[src/rtl/seq_state_shell.sv]
// Sequential wrapper stepping a cut combinational core once per in/out handshake; optional MISR via SEQ_STATE_SHELL_MISR_EN.
// Latency: response valid one cycle after the accept edge (single EVAL cycle).
// Backpressure: holds response until out_ready; in_ready follows out_ready while holding, 1 step per 2 cycles.
module seq_state_shell #(
  parameter logic [5:0] RESET_STATE = 6'h00,
  parameter int         STEP_W      = 16
) (
  input  logic              clk,
  input  logic              rst,
  input  logic              in_valid,
  output logic              in_ready,
  input  logic [6:0]        in_pi,
  input  logic              load_valid,
  input  logic [5:0]        load_state,
  output logic [6:0]        core_pi,
  output logic [5:0]        core_state,
  input  logic [6:0]        core_po,
  input  logic [5:0]        core_ns,
  output logic              out_valid,
  input  logic              out_ready,
  output logic [6:0]        out_po,
  output logic [5:0]        out_state,
  output logic [STEP_W-1:0] step_cnt
`ifdef SEQ_STATE_SHELL_MISR_EN
  ,
  output logic [15:0]       sig
`endif
);

  typedef enum logic [1:0] {IDLE, EVAL, HOLD} fsm_t;

  fsm_t fsm_q, fsm_d;
  logic accept;
  logic load_en;
  logic eval_done;

  always_comb begin
    fsm_d     = fsm_q;
    in_ready  = 1'b0;
    load_en   = 1'b0;
    eval_done = 1'b0;
    case (fsm_q)
      IDLE: begin
        in_ready = 1'b1;
        load_en  = load_valid;
        if (in_valid) fsm_d = EVAL;
      end
      EVAL: begin
        eval_done = 1'b1;
        fsm_d     = HOLD;
      end
      HOLD: begin
        in_ready = out_ready;
        if (out_ready) begin
          load_en = load_valid;
          fsm_d   = in_valid ? EVAL : IDLE;
        end
      end
      default: fsm_d = IDLE;
    endcase
  end

  assign accept    = in_valid & in_ready;
  assign out_valid = (fsm_q == HOLD);

  // load_en and eval_done never coincide, so the load lands before the EVAL it precedes
  always_ff @(posedge clk) begin
    if (rst) begin
      fsm_q      <= IDLE;
      core_state <= RESET_STATE;
      core_pi    <= '0;
      out_po     <= '0;
      out_state  <= RESET_STATE;
      step_cnt   <= '0;
    end else begin
      fsm_q <= fsm_d;
      if (accept) core_pi <= in_pi;
      if (eval_done) begin
        core_state <= core_ns;
        out_po     <= core_po;
        out_state  <= core_ns;
        step_cnt   <= step_cnt + {{(STEP_W-1){1'b0}}, 1'b1};
      end else if (load_en) begin
        core_state <= load_state;
      end
    end
  end

`ifdef SEQ_STATE_SHELL_MISR_EN
  // Galois shift for x^16+x^12+x^5+1, then fold in this step's PO and next state
  always_ff @(posedge clk) begin
    if (rst) begin
      sig <= 16'hFFFF;
    end else if (eval_done) begin
      sig <= {sig[14:0], 1'b0} ^ (sig[15] ? 16'h1021 : 16'h0000) ^ {3'b000, core_po, core_ns};
    end
  end
`endif

endmodule

[config.mk]
export PLATFORM = sky130hd
export DESIGN_NAME = seq_state_shell
export DESIGN_NICKNAME = d
export VERILOG_FILES = /design/src/rtl/seq_state_shell.sv
export SDC_FILE = /design/constraint.sdc
export NUM_CORES = 1
export LEC_CHECK = 0
export ABC_CLOCK_PERIOD_IN_PS = 2290
export CELL_PAD_IN_SITES_DETAIL_PLACEMENT = 1
export CELL_PAD_IN_SITES_GLOBAL_PLACEMENT = 2
export CORE_MARGIN = 10
export CORE_UTILIZATION = 25
export DETAILED_ROUTE_END_ITERATION = 7
export GPL_TIMING_DRIVEN = 0
export HOLD_SLACK_MARGIN = 0.03
export MAX_ROUTING_LAYER = met4
export PLACE_DENSITY = 0.94
export SYNTH_ARGS = -nofsm -noshare
export SYNTH_HDL_FRONTEND = slang
export SYNTH_SLANG_ARGS = --single-unit
export TNS_END_PERCENT = 10
[constraint.sdc]
create_clock -name clk -period 2.29 [get_ports clk]
set_input_delay 0.458 -clock clk [delete_from_list [all_inputs] [get_ports clk]]
set_output_delay 0.458 -clock clk [all_outputs]
set_load 0.01 [all_outputs]
Yosys cells after proc, flatten, opt, wreduce, memory -nomap -nowiden:

Cells that the tools add are included.

* bits in registers: 44
* input port bits: 31
* output and inout port bits: 44
* word-level logic and storage cells: 25

* add/subtract/negate cells: 1
* equal/unequal tests: 4
* mux-type cells: 10
* bitwise gates (word level): 1
* reduce and logical (&&, ||, !) cells: 3

Operator list (number)
* adder 16 x 1 -> 16 bit, second input constant: 1
* two-way mux 6 bit: 2
* one-hot mux 2 bit (3 select lines): 1
* two-way mux 2 bit: 2
* one-hot mux 1 bit (2 select lines): 2
* two-way mux 1 bit: 3
* equality test 2 x 1 -> 1 bit, second input constant: 1
* equality test 2 bit, second input constant: 1
* logical NOT 2 bit: 1
* != test 2 x 1 -> 1 bit, second input constant: 1
* != test 2 bit, second input constant: 1
* AND reduction 2 bit: 1
* nonzero test 2 bit: 1
* bitwise AND 1 bit: 1

Longest topological paths before layout:

* depth in word-level cells: 4
* mapped depth: 6
* gate-level depth less buffers: 5

Least setup slack after synthesis:

No wires, ideal clock.

* path kind: flip-flop to flip-flop
* start: register step_cnt[3]
* end: register step_cnt[15]
* library setup time: 0.121 ns
* arrival time: 1.407 ns
* data required time: 2.169 ns
* setup slack: 0.763 ns
* stages on the path, launching flop included: 5
* path buffers: 0
* clock period less this slack: 1.527 ns
* cells stage by stage: dfxtp_1 -> and4_1 -> nand2_2 -> nor4_2 -> mux2_2

* word-level cells in the longest chain between the ends: 1

Ends and longest elaborated chain
* start: declaration: line 23 `output logic [STEP_W-1:0] step_cnt`
* start signal: assignment: line 82 `step_cnt <= step_cnt + {{(STEP_W-1){1'b0}}, 1'b1};`
* adder 16 x 1 -> 16 bit: line 82

No other way between the ends.
A chain may end at the register's enable or synchronous reset.

Worst setup path after layout:

* start: register fsm_q[1]
* end: output port out_valid

* word-level cells in the longest chain between the ends: 1

Ends and longest elaborated chain
* start: declaration: line 32 `fsm_t fsm_q, fsm_d;`
* start signal: assignment: line 76 `fsm_q <= fsm_d;`
* equality test 2 bit: line 64 `assign out_valid = (fsm_q == HOLD);`
* end: declaration: line 19 `output logic out_valid,`

No other way between the ends.

==> qor_table.md <==
| Quantity | This run | Unit |
|:---|:---|:---|
| Status | finished clean | - |
| Part of the power in registers | 0.473 | - |
| Clock tree from TritonCTS | yes | - |
| Max Clock Skew | 10.5 | ps |
| IO buf count | 74 | - |
| Critical Path RT | 1830 | ps |
| Power per unit of standard cell area | 620 | nW/µm² |
| Syn Std Cell Area | 1790 | µm² |
| Switching part of the total | 0.231 | - |
| Area of the die | 11000 | µm² |
| Part of the power in the clock network | 0.379 | - |
| Die span in y | 105 | µm |
| Horizontal extent of the die | 105 | µm |
| Worst hold path stage count | 2 | - |
| Post-CTS clock slew at the launch and capture registers of the worst setup and hold paths | 90 | ps |
| Final core utilization | 0.405 | - |
| Initial detailed-routing violation count | 48 | - |
| Worst relative slew slack | 0.631 | - |
| Cells on worst reg2reg path | 4 | - |
| Final-report max-slew violation count | 0 | - |
| Pin count of the biggest net entering global routing | 14 | - |
| Worst hold endpoint | out_state[5]$_SDFFE_PP0P_ | - |
| Delay of the slowest critical-path stage | 590 | ps |
| Master of the slowest instance on the critical path | sky130_fd_sc_hd__clkdlybuf4s50_1 | - |
| Combinational fraction of design power | 0.148 | - |
| Startpoint of the lowest-slack register-to-register path | step_cnt[3]$_SDFFE_PP0P_ | - |
| Detailed-route via count | 1717 | - |
| Net count after synthesis | 236 | - |
| Core area | 6870 | µm² |
| Final number of setup-violating endpoints | 0 | - |
| DRT antenna net count | 0 | - |
| Initial core utilization | 0.261 | - |
| HPWL after detailed placement | 4370 | µm |
| Wire length of the first global-routing pass | 9230 | µm |
| Num Clock Sinks | 44 | - |
| Part of the Yosys area used for sequential elements | 0.492 | - |
| Clk_lat worst skew | 290 | ps |
| Maximum Capacitance Violations | 0 | - |
| Fmax achieved | 0.502 | GHz |
| Category of the most critical setup path | flip-flop to output pin | - |
| Avg Inst Size Synth | 8.78 | µm² |
| Number of diodes added for antenna fixing | 0 | - |
| Drt via density | 4.49 | - |
| DR DRC count | 0 | - |
| Worst reg2reg endpoint | step_cnt[15]$_SDFFE_PP0P_ | - |
| Worst path arrival time | 1530 | ps |
| Post-Syn Instances | 204 | - |
| Path class of the lowest-slack min-delay path | flip-flop to flip-flop | - |
| Synth Flop Type | sky130_fd_sc_hd__dfxtp_1 | - |
| Clock tree root buffer cell | sky130_fd_sc_hd__clkbuf_8 | - |
| Critical path depth in cells | 3 | - |
| Number of H-tree levels | 2 | - |
| Distinct cell type count after synthesis | 34 | - |
| Launching instance or port of the critical path | fsm_q[1]$_SDFFE_PP0P_ | - |
| # resized after CTS | 0 | - |
| Initial antenna violation count | 0 | - |
| Largest delay share family, worst path | buffers and inverters | - |
| Most frequent cell after synthesis | sky130_fd_sc_hd__dfxtp_1 | - |
| Worst slew pin tran | 552 | ps |
| Minimum period implied by the final worst setup slack | 1990 | ps |
| CTS max path bufs | 2 | - |
| Peak supply drop | 0.234 | mV |
| Fraction of final layout cells sized beyond drive strength 1 | 0.0804 | - |
| Sequence of cells on the critical path | buf_6 -> nor2b_1 -> clkdlybuf4s50_1 | - |
| # IOs | 75 | - |
| Switching power of the nets | 0.399 | mW |
| Pleak | 1.03 | nW |
| Total internal power | 1.33 | mW |
| Launching element type of the critical path | flip-flop | - |
| Vias in the first global route | 1813 | - |
| Number of nets in the final layout | 317 | - |
| CP Buf/Inv Count | 2 | - |
| GR Util All Layers | 0.105 | - |
| RSZ-0062 raised after global routing | no | - |
| Critical Path End Type | output pin | - |
| Share of the clock period used by the worst path after layout | 0.869 | - |
| Synth area leader | sky130_fd_sc_hd__dfxtp_1 | - |
| Cell types with the highest counts after synthesis | sky130_fd_sc_hd__dfxtp_1, sky130_fd_sc_hd__nand2_1, sky130_fd_sc_hd__nor2_1, sky130_fd_sc_hd__a21oi_1 | - |
| Total Routed Length | 5680 | µm |
| Setup fix buffers added after clock tree synthesis | 0 | - |
| Register bit count reported by yosys | 44 | - |
| Share of async-settable or async-resettable flops after synthesis | 0 | - |
| Hold bufs inserted after CTS | 0 | - |
| Share of the synthesized area in the top cell type | 0.492 | - |
| Synth top area cells | sky130_fd_sc_hd__dfxtp_1, sky130_fd_sc_hd__nand2_1, sky130_fd_sc_hd__nor2_1 | - |
| Hold violation total from the final report | 0 | - |
| Rows | 30 | - |
| First-pass detailed-route iteration total | 4 | - |
| Register-to-register path setup slack | 630 | ps |
| Synth warn | 0 | - |
| TNS Setup | 0 | ps |
| Number of flops mapped to enable cells by yosys | 0 | - |
| Clock buffers created by TritonCTS | 5 | - |
| Highest fanout seen on the critical path | 9 | - |
| Synthesis-to-layout area growth | 55.2 | % |
| Origin of the worst min-delay path | out_state[5]$_SDFFE_PP0P_ | - |
| Global route total overflow | 0 | - |
| Drt wl/cell | 14.9 | µm |
| Final RePlAce weighted congestion | 0.725 | - |
tightest hold or removal path, delay by kind of cell (launching register included):
kind | cells | cell delay [ps]
AOI/OAI and AO/OA | 1 | 50
DFF | 1 | 320
and+or+nand+nor | 1 | 50
registers in the layout, indices dropped and copies added (netlist names):
register and flops:
step_cnt 16, fsm_q 2, out_po 7, core_pi 7
core_state 6, out_state 6
layout by cell type (no fill, tap or decap):
cell type / instances
sky130_fd_sc_hd__o21ai_0: 2
sky130_fd_sc_hd__and4_1: 2
sky130_fd_sc_hd__nand3_1: 5
sky130_fd_sc_hd__a21oi_1: 18
sky130_fd_sc_hd__a311oi_1: 6
sky130_fd_sc_hd__clkbuf_8: 7
sky130_fd_sc_hd__bufinv_16: 1
sky130_fd_sc_hd__dlymetal6s2s_1: 1
sky130_fd_sc_hd__nand4_1: 3
sky130_fd_sc_hd__nor2_1: 28
sky130_fd_sc_hd__and4b_2: 1
sky130_fd_sc_hd__nand2_2: 1
sky130_fd_sc_hd__xor2_1: 7
sky130_fd_sc_hd__mux2_2: 3
sky130_fd_sc_hd__nand2b_1: 2
sky130_fd_sc_hd__inv_1: 3
sky130_fd_sc_hd__dfxtp_1: 44
sky130_fd_sc_hd__nand2_4: 1
sky130_fd_sc_hd__or3_1: 2
sky130_fd_sc_hd__and4b_1: 1
sky130_fd_sc_hd__nand2_1: 39
sky130_fd_sc_hd__buf_1: 1
sky130_fd_sc_hd__mux2i_1: 7
sky130_fd_sc_hd__clkdlybuf4s50_1: 73
sky130_fd_sc_hd__buf_4: 2
sky130_fd_sc_hd__clkbuf_2: 1
sky130_fd_sc_hd__xnor2_1: 3
sky130_fd_sc_hd__ha_1: 1
sky130_fd_sc_hd__a211oi_4: 1
sky130_fd_sc_hd__nor2b_1: 5
sky130_fd_sc_hd__buf_2: 2
sky130_fd_sc_hd__buf_6: 1
sky130_fd_sc_hd__nor3_1: 3
sky130_fd_sc_hd__nor4_2: 1
sky130_fd_sc_hd__a21oi_2: 1
sky130_fd_sc_hd__clkbuf_1: 5
sky130_fd_sc_hd__nor4_1: 1
sky130_fd_sc_hd__nand4b_1: 1
power groups by stage:
stage	Combinational [mW]	Clock [mW]	Sequential (mW)
2_1_floorplan	0.0947	0	0.848
3_3_place_gp	0.256	0	0.832
3_5_place_dp	0.260	0	0.834
4_1_cts	0.261	0.687	0.816
5_1_grt	0.282	0.722	0.821
6_report	0.255	0.653	0.816
metrics by stage:
step / worst slack (ps) / hold slack [ps] / instances / power, mW / area, µm²
2_1_floorplan: 763 / 481 / 204 / 0.943 / 1790
6_report: 299 / 461 / 382 / 1.72 / 2780
3_3_place_gp: 62.4 / 442 / 374 / 1.09 / 2650
5_1_grt: 189 / 483 / 382 / 1.82 / 2780
4_1_cts: 44.3 / 466 / 382 / 1.77 / 2780
3_5_place_dp: 48.0 / 452 / 374 / 1.09 / 2650
final cells by class:
cell class	count	area, µm²
sequential	44	881
multi-input combinational	145	836
buffer	12	63.8
inverter	3	11.3
fill	832	4090
timing repair buffer	74	743
clock inverter	1	30.0
clock buffer	7	96.3
tap	96	120
logic make-up after synthesis:
group	after synthesis	synth area share
AOI/OAI and AO/OA	28	0.101
xor gates and xnor gates	10	0.0489
adders and majority gates	1	0.00698
buffers and inverters	15	0.0419
DFF	44	0.492
muxes	10	0.0580
and+or+nand+nor	96	0.251
per-layer routing:
metal	part of all wire	up-vias	wire (µm)	track usage
met5	0	-	0	-
met4	0.0060	0	34	0.0206
met3	0.074	5	419	0.0455
met2	0.48	47	2740	0.166
met1	0.44	820	2490	0.121
li1	-	845	-	-
how the worst max path moves through the flow:
| stage | end | slack, ps |
|---|---|---|
| global route | out_valid | 190 |
| detailed placement | in_ready | 50 |
| floorplan | step_cnt[15]$_SDFFE_PP0P_ | 760 |
| CTS | in_ready | 40 |
| finish | out_valid | 300 |
| global placement | in_ready | 60 |
No activity file was read; power rests on OpenSTA's default activity.
